File: config.mk
export PLATFORM = sky130hd
export DESIGN_NAME = tristate_bus_ctrl
export DESIGN_NICKNAME = d
export VERILOG_FILES = /design/src/rtl/tristate_bus_ctrl.sv
export SDC_FILE = /design/constraint.sdc
export NUM_CORES = 1
export LEC_CHECK = 0
export CORE_MARGIN = 4
export CORE_UTILIZATION = 40
export DETAILED_ROUTE_END_ITERATION = 10
export GPL_TIMING_DRIVEN = 0
export MAX_ROUTING_LAYER = met4
export PLACE_DENSITY_LB_ADDON = 0.05
export SLEW_MARGIN = 20
export SYNTH_ARGS = -nofsm -noshare
export SYNTH_HDL_FRONTEND = slang
export SYNTH_SLANG_ARGS = --single-unit
File: constraint.sdc
create_clock -name clk -period 1.3 [get_ports clk]
set_input_delay 0.26 -clock clk [delete_from_list [all_inputs] [get_ports clk]]
set_output_delay 0.26 -clock clk [all_outputs]
set_load 0.02 [all_outputs]
File: src/rtl/tristate_bus_ctrl.sv
// Half-duplex pad controller: guarded write drive windows and
// timed read sampling, one request in flight at a time.
module tristate_bus_ctrl #(
    parameter int WIDTH = 8,
    parameter int GUARD = 1,
    parameter int HOLD  = 2
) (
    input  logic             clk,
    input  logic             rst_n,
    input  logic             req_valid,
    output logic             req_ready,
    input  logic             req_write,
    input  logic [WIDTH-1:0] req_data,
    input  logic [WIDTH-1:0] bus_in,
    output logic [WIDTH-1:0] bus_out,
    output logic             bus_oe,
    output logic             rsp_valid,
    input  logic             rsp_ready,
    output logic [WIDTH-1:0] rsp_data
);

    localparam int CW = $clog2(GUARD + HOLD + 1);
    localparam logic [CW-1:0] G_LOAD = CW'(GUARD - 1);
    localparam logic [CW-1:0] H_LOAD = CW'(HOLD - 1);
    localparam logic [CW-1:0] W_LOAD = CW'(GUARD + HOLD - 1);

    typedef enum logic [2:0] {
        IDLE,
        GUARD_ON,
        DRIVE,
        GUARD_OFF,
        WAIT,
        RESP
    } state_t;

    state_t           state;
    state_t           state_nxt;
    logic [CW-1:0]    cnt;
    logic [CW-1:0]    cnt_nxt;
    logic [WIDTH-1:0] data_q;
    logic [WIDTH-1:0] rsp_q;
    logic             cnt_done;

    assign cnt_done = (cnt == '0);
    assign rsp_data = rsp_q;

    always_comb begin
        state_nxt = state;
        cnt_nxt   = cnt;
        req_ready = 1'b0;
        bus_oe    = 1'b0;
        bus_out   = '0;
        rsp_valid = 1'b0;
        unique case (state)
            IDLE: begin
                req_ready = 1'b1;
                if (req_valid) begin
                    if (req_write) begin
                        state_nxt = GUARD_ON;
                        cnt_nxt   = G_LOAD;
                    end else begin
                        state_nxt = WAIT;
                        cnt_nxt   = W_LOAD;
                    end
                end
            end
            GUARD_ON: begin
                bus_out = data_q;
                if (cnt_done) begin
                    state_nxt = DRIVE;
                    cnt_nxt   = H_LOAD;
                end else begin
                    cnt_nxt = cnt - 1'b1;
                end
            end
            DRIVE: begin
                bus_oe  = 1'b1;
                bus_out = data_q;
                if (cnt_done) begin
                    state_nxt = GUARD_OFF;
                    cnt_nxt   = G_LOAD;
                end else begin
                    cnt_nxt = cnt - 1'b1;
                end
            end
            GUARD_OFF: begin
                bus_out = data_q;
                if (cnt_done) begin
                    state_nxt = RESP;
                end else begin
                    cnt_nxt = cnt - 1'b1;
                end
            end
            WAIT: begin
                if (cnt_done) begin
                    state_nxt = RESP;
                end else begin
                    cnt_nxt = cnt - 1'b1;
                end
            end
            RESP: begin
                rsp_valid = 1'b1;
                if (rsp_ready) begin
                    state_nxt = IDLE;
                end
            end
            default: begin
                state_nxt = IDLE;
                cnt_nxt   = '0;
            end
        endcase
    end

    always_ff @(posedge clk or negedge rst_n) begin
        if (!rst_n) begin
            state  <= IDLE;
            cnt    <= '0;
            data_q <= '0;
            rsp_q  <= '0;
        end else begin
            state <= state_nxt;
            cnt   <= cnt_nxt;
            if (state == IDLE && req_valid) begin
                data_q <= req_data;
            end
            // Reads sample the pad raw so undriven bits reach the consumer
            if (state == WAIT && cnt_done) begin
                rsp_q <= bus_in;
            end
            if (state == GUARD_OFF && cnt_done) begin
                rsp_q <= data_q;
            end
        end
    end

endmodule

==> impl_metrics.json, run 1 <==
{
  "antenna_found_initial": 0,
  "synth_cells": 116,
  "wl_per_cell_um": 15.8,
  "setup_violations": 31,
  "violations": "negative setup slack",
  "synth-main-ff-cell": "dfrtp_1",
  "cts_tree": "yes",
  "worstSetupPathType": "register to output pin",
  "placementRows": 19,
  "async_reset_ff_share_pct": 100,
  "path_max_fanout": 7,
  "numPortBuffers": 39,
  "grt_pass1_vias": 963,
  "arrival_ns": 1.36,
  "report.final.slew_viol_count": 0,
  "routed_wl_um": 3240,
  "syn_avg_cell_area_um2": 9.92,
  "skew_ns": 0.00508,
  "syn-cell-area_um2": 1150,
  "htreeDepth": 1,
  "p_seq_share_pct": 23.9,
  "ys_seq_area_share_pct": 45.7,
  "cpMaxStageDelayCell": "dfrtp_1",
  "cts_num_sinks": 21,
  "synth.distinct_cells": 36,
  "reg2regPathDepth": 6,
  "dp_hpwl_um": 2170,
  "drive_above_1_share_pct": 50.0,
  "yosysWarnings": 0,
  "dr.pass1.iters": 4,
  "cts.path.max_buffers": 2,
  "drc": 0,
  "num_vias": 1067,
  "synth_top_area_cell": "dfrtp_1",
  "nets": 199,
  "cap_viol_max_count": 0,
  "power_mw": 5.28,
  "drtIter0Drc": 24,
  "power_density_nw_per_um2": 2720,
  "synth_edf_count": 0,
  "hold_viol": 0,
  "start_util_pct": 41.7,
  "power_leakage_nw": 0.882,
  "yosys-top-cells-area": "dfrtp_1, mux2_1, and2_1",
  "period_share_pct": 125,
  "netSwitchingFraction_pct": 41.9,
  "setup.worst_path.start_class": "register",
  "chipHeight_um": 61.6,
  "end_kind": "output pin",
  "timing.rr.end": "rsp_data[5]$_DFFE_PN0P_",
  "viasPerCell": 5.20,
  "path_cells": "buf_6 > nor2_4 > nor2_4 > and2_4 > buf_6",
  "cts-root-buf": "clkbuf_4",
  "r2r_slack_ns": -0.26,
  "clk_pin_slew_ns": 0.11,
  "status": "complete, but fails checks",
  "grt_pass1_wl_um": 4620,
  "core-area_um2": 2760,
  "final_cell_mix": "dfrtp_1, clkdlybuf4s50_1, buf_6, buf_4",
  "die_w_um": 61.6,
  "vdd_drop_max_uv": 1840,
  "hold_class": "input port to asynchronous set/reset pin",
  "worstSkewPairLatency_ns": 0.31,
  "grt_max_degree": 22,
  "combinationalPowerShare_pct": 70.1,
  "critical_path_required_ns": 1.04,
  "slew_headroom_pct": 38.6,
  "worst_path_largest_cell_delay_ns": 0.41,
  "whs_ns": 0.458,
  "n_antenna_cell": 0,
  "final_antenna_net_count": 0,
  "power_switching_mw": 2.21,
  "gp_congestion": 0.825,
  "r2r-start": "state[2]$_DFFE_PN0P_",
  "fin_ws_ns": -0.324,
  "syn_nets": 140,
  "intPower_mw": 3.07,
  "grtUsageTotal_pct": 17.5,
  "die_area_um2": 3800,
  "syn2layout_area_growth_pct": 68.4,
  "tightest_slew_ns": 0.918,
  "place_ws_ns": -0.755,
  "rsz0062_at_grt": "yes",
  "ios": 40,
  "ys_ff_latch": 21,
  "p_clk_share_pct": 6.0,
  "period_minus_slack_ns": 1.62,
  "fmax_mhz": 616,
  "holdBufCountCts": 0,
  "cts_buffers": 3,
  "grt-ovfl-total": 0,
  "synth_top_area_share_pct": 45.7
}
==> worst max-delay path, delay by kind of cell, from the launching register on <==
family,cells,cell delay [ns]
flip-flops,1,0.41
buffers and inverters,2,0.26
AND/OR/NAND/NOR,3,0.38
==> cell families (layout without fill, tap and decap cells) <==
logic type / Yosys count / after routing / share of synthesized area [%]
compound gates: 36 / 36 / 20.1
xor+xnor: 2 / 2 / 1.52
fa+ha+maj: 3 / 3 / 3.26
flops: 21 / 21 / 45.7
buf+inv: 10 / 67 / 4.56
mux: 9 / 9 / 8.70
simple gates: 35 / 36 / 16.2
==> synthesized netlist by cell type (3+ instances only) <==
cell	count
nor3_1	3
ha_1	3
buf_2	3
dfrtp_1	21
o21ai_0	3
and2_1	9
nand2_1	9
mux2_1	8
o21ai_1	7
o22ai_1	9
inv_1	3
nor2_1	5
a21oi_1	5
==> how the worst max path moves through the flow <==
stage                    startpoint               endpoint  slack [ns]
3_5_place_dp   state[1]$_DFFE_PN0P_             bus_out[4]       -0.76
3_3_place_gp   state[1]$_DFFE_PN0P_             bus_out[4]       -0.72
2_1_floorplan  state[0]$_DFFE_PN0P_  data_q[0]$_DFFE_PN0P_       -0.19
6_report       state[1]$_DFFE_PN0P_             bus_out[4]       -0.32
4_1_cts        state[0]$_DFFE_PN0P_             bus_out[0]       -0.31
5_1_grt        state[1]$_DFFE_PN0P_             bus_out[4]       -0.38
==> sequential cells by signal (all words and copies together), names as in the netlist <==
signal    flops
data_q        8
rsp_data      8
state         3
cnt           2
==> power groups by stage <==
stage	Clock (mW)	Combinational, mW	Sequential (mW)
floorplan	0	1.64	1.32
global placement	0	2.64	1.23
detailed placement	0	2.68	1.24
CTS	0.312	3.37	1.22
global route	0.356	3.96	1.30
finish	0.317	3.70	1.26
==> cell type report <==
class	instances	area (µm²)
fill	220	820
multi-input combinational	86	754
sequential	21	527
timing repair buffer	54	523
buffer	5	53.8
tap	31	38.8
clock buffer	4	26.3
inverter	4	15.0
==> per-stage QoR <==
step	cell area (µm²)	TNS (ns)	cells	util, %
finish	1940	-7.68	205	70.3
global route	1940	-9.36	205	70.3
global placement	1630	-13.88	186	59.0
floorplan	1200	-3.08	116	-
detailed placement	1630	-14.41	186	59.0
CTS	1840	-7.59	200	66.7
==> routing by layer <==
layer | track usage, % | vias up | routed length (µm)
met5 | - | - | 0
met4 | 2.73 | 0 | 13
met3 | 4.40 | 2 | 139
met1 | 24.1 | 507 | 1430
met2 | 26.5 | 24 | 1650
li1 | - | 534 | -
==> timing repair <==
item	4_1_cts	5_1_grt
gates cloned	1	1
setup buffers	10	4
pin swaps	16	15
endpoints found under the setup margin	39	39
resized for setup	105	35
(Power assumes the default switching activity.)
==> inputs of run 2 (changes only) <==
- CORE_UTILIZATION: 40 -> 44
- clock period: 1.3 -> 1.8 ns (I/O delays scaled with it)
==> run 2 against run 1 <==
The flow now finishes without violations. Clock skew is 0.00069 ns lower. Register-to-register slack improved by 0.41 ns. Sequential share of layout area up 3.8 points. Wire length decreased by 9.2%. Global-route usage is 1.2 points higher. Hold slack gained 0.029 ns. Critical path depth unchanged.
==> impl_metrics.json, run 2 (synthesis results as in run 1) <==
{
  "viasPerCell": 5.30,
  "post-route-util_pct": 68.7,
  "cap_viol_max_count": 0,
  "final_cell_mix": "clkdlybuf4s50_1, dfrtp_1, buf_4, nand2_1, o22ai_1",
  "timing.rr.end": "rsp_data[3]$_DFFE_PN0P_",
  "p_clk_share_pct": 7.3,
  "nets": 193,
  "n_antenna_cell": 0,
  "wl_per_cell_um": 14.8,
  "fmax_mhz": 573,
  "power_mw": 3.14,
  "path_max_fanout": 8,
  "r2r-start": "state[2]$_DFFE_PN0P_",
  "period_minus_slack_ns": 1.74,
  "placementRows": 18,
  "chipHeight_um": 59.2,
  "place_ws_ns": -0.385,
  "hold_class": "register to register",
  "grtUsageTotal_pct": 18.7,
  "arrival_ns": 1.38,
  "dr.pass1.iters": 4,
  "final_common_cell": "clkdlybuf4s50_1",
  "syn2layout_area_growth_pct": 47.9,
  "min_from": "rsp_data[6]$_DFFE_PN0P_",
  "cts_tree": "yes",
  "fin_setup_tns_ns": 0,
  "cts_num_sinks": 21,
  "skew_ns": 0.00438,
  "end_kind": "output pin",
  "routed_wl_um": 2940,
  "netSwitchingFraction_pct": 43.2,
  "holdBufCountCts": 0,
  "numPortBuffers": 39,
  "intPower_mw": 1.78,
  "final_antenna_net_count": 0,
  "cts_buffers": 3,
  "die_area_um2": 3500,
  "core-area_um2": 2480,
  "reg2regPathDepth": 6,
  "dp_hpwl_um": 2170,
  "fin_ws_ns": 0.0554,
  "cts-root-buf": "clkbuf_4",
  "critical_path_required_ns": 1.44,
  "p_seq_share_pct": 28.0,
  "period_share_pct": 96.9,
  "htreeDepth": 1,
  "drive_above_1_share_pct": 23.2,
  "gp_congestion": 0.791,
  "power_switching_mw": 1.36,
  "status": "finished, final reports clean",
  "cts.path.max_buffers": 2,
  "grt-ovfl-total": 0,
  "worstSkewPairLatency_ns": 0.30,
  "setup.worst_path.start_class": "register",
  "clk_pin_slew_ns": 0.12,
  "vdd_drop_max_uv": 1540,
  "slew_headroom_pct": 37.6,
  "drc": 0,
  "power_density_nw_per_um2": 1840,
  "combinationalPowerShare_pct": 64.7,
  "num_vias": 1050,
  "start_util_pct": 46.5,
  "ios": 40,
  "worstSetupPathType": "register to output pin",
  "grt_pass1_vias": 1020,
  "grt_max_degree": 22,
  "r2r_slack_ns": 0.15,
  "worstHoldPathCells": 2,
  "holdPathEnd": "rsp_data[6]$_DFFE_PN0P_",
  "setup_violations": 0,
  "drtIter0Drc": 27,
  "antenna_found_initial": 0,
  "die_w_um": 59.2,
  "power_leakage_nw": 0.771,
  "grt_pass1_wl_um": 4780,
  "report.final.slew_viol_count": 0,
  "tightest_slew_ns": 0.933,
  "hold_viol": 0
}
-- run 2: cell types whose count changed in the layout (fill, tap and decap cells not counted), sizes merged --
cell / change
clkbuf: -8
clkdlybuf4s15: -1
clkdlybuf4s50: +8
buf: -5
-- run 2: area by class of cell --
type	instances	area [µm²]
plain buffers	6	50.0
well taps	30	37.5
flip-flops and latches	21	527
fillers	211	774
inverters	4	15.0
multi-input cells	86	612
repair buffers	47	435
clock buffers	4	26.3
-- run 2: routing by layer --
metal	wire [µm]	share of wire, %	track usage (%)	up-vias
met5	0	0	-	-
met4	36	1.2	5.83	0
met3	138	4.7	2.61	4
met2	1440	49	30.1	27
met1	1320	45	24.4	500
li1	-	-	-	519
-- run 2: through the flow --
stage / cells / cell area (µm²) / hold slack [ns]
after detailed placement: 185 / 1580 / 0.465
after global placement: 185 / 1580 / 0.462
after CTS: 192 / 1610 / 0.492
final: 198 / 1700 / 0.487
after global routing: 198 / 1700 / 0.544
after floorplan: 116 / 1160 / 0.0644
-- run 2: what timing repair did --
item,in CTS,in global routing
gates cloned,1,0
pin swaps,2,3
setup endpoints to repair,11,18
buffers inserted,2,6
endpoints found under the hold margin,0,0
gates resized for setup,51,19
-- run 2: worst max path at each step --
stage                         start                    end  slack (ns)  depth (start not counted)
6_report       state[1]$_DFFE_PN0P_             bus_out[2]        0.06                          5
5_1_grt        state[1]$_DFFE_PN0P_                 bus_oe      -0.009                          5
4_1_cts        state[2]$_DFFE_PN0P_              req_ready        0.01                          3
3_5_place_dp   state[1]$_DFFE_PN0P_             bus_out[4]       -0.38                          5
3_3_place_gp   state[1]$_DFFE_PN0P_             bus_out[3]       -0.33                          5
2_1_floorplan  state[1]$_DFFE_PN0P_  data_q[0]$_DFFE_PN0P_        0.17                          5
-- run 2: power groups by stage --
| stage | registers (mW) | logic (mW) | clock network, mW |
|---|---|---|---|
| floorplan | 0.941 | 1.09 | 0 |
| global placement | 0.873 | 1.80 | 0 |
| detailed placement | 0.887 | 1.84 | 0 |
| CTS | 0.881 | 1.86 | 0.238 |
| global route | 0.918 | 2.20 | 0.255 |
| finish | 0.879 | 2.03 | 0.228 |
-- run 2: worst max-delay path: stages (launching register included) --
cell and delay (ns):
dfrtp_1 0.40, buf_6 0.15, nor2_4 0.17, nor2_4 0.06, and2_1 0.15, buf_4 0.15
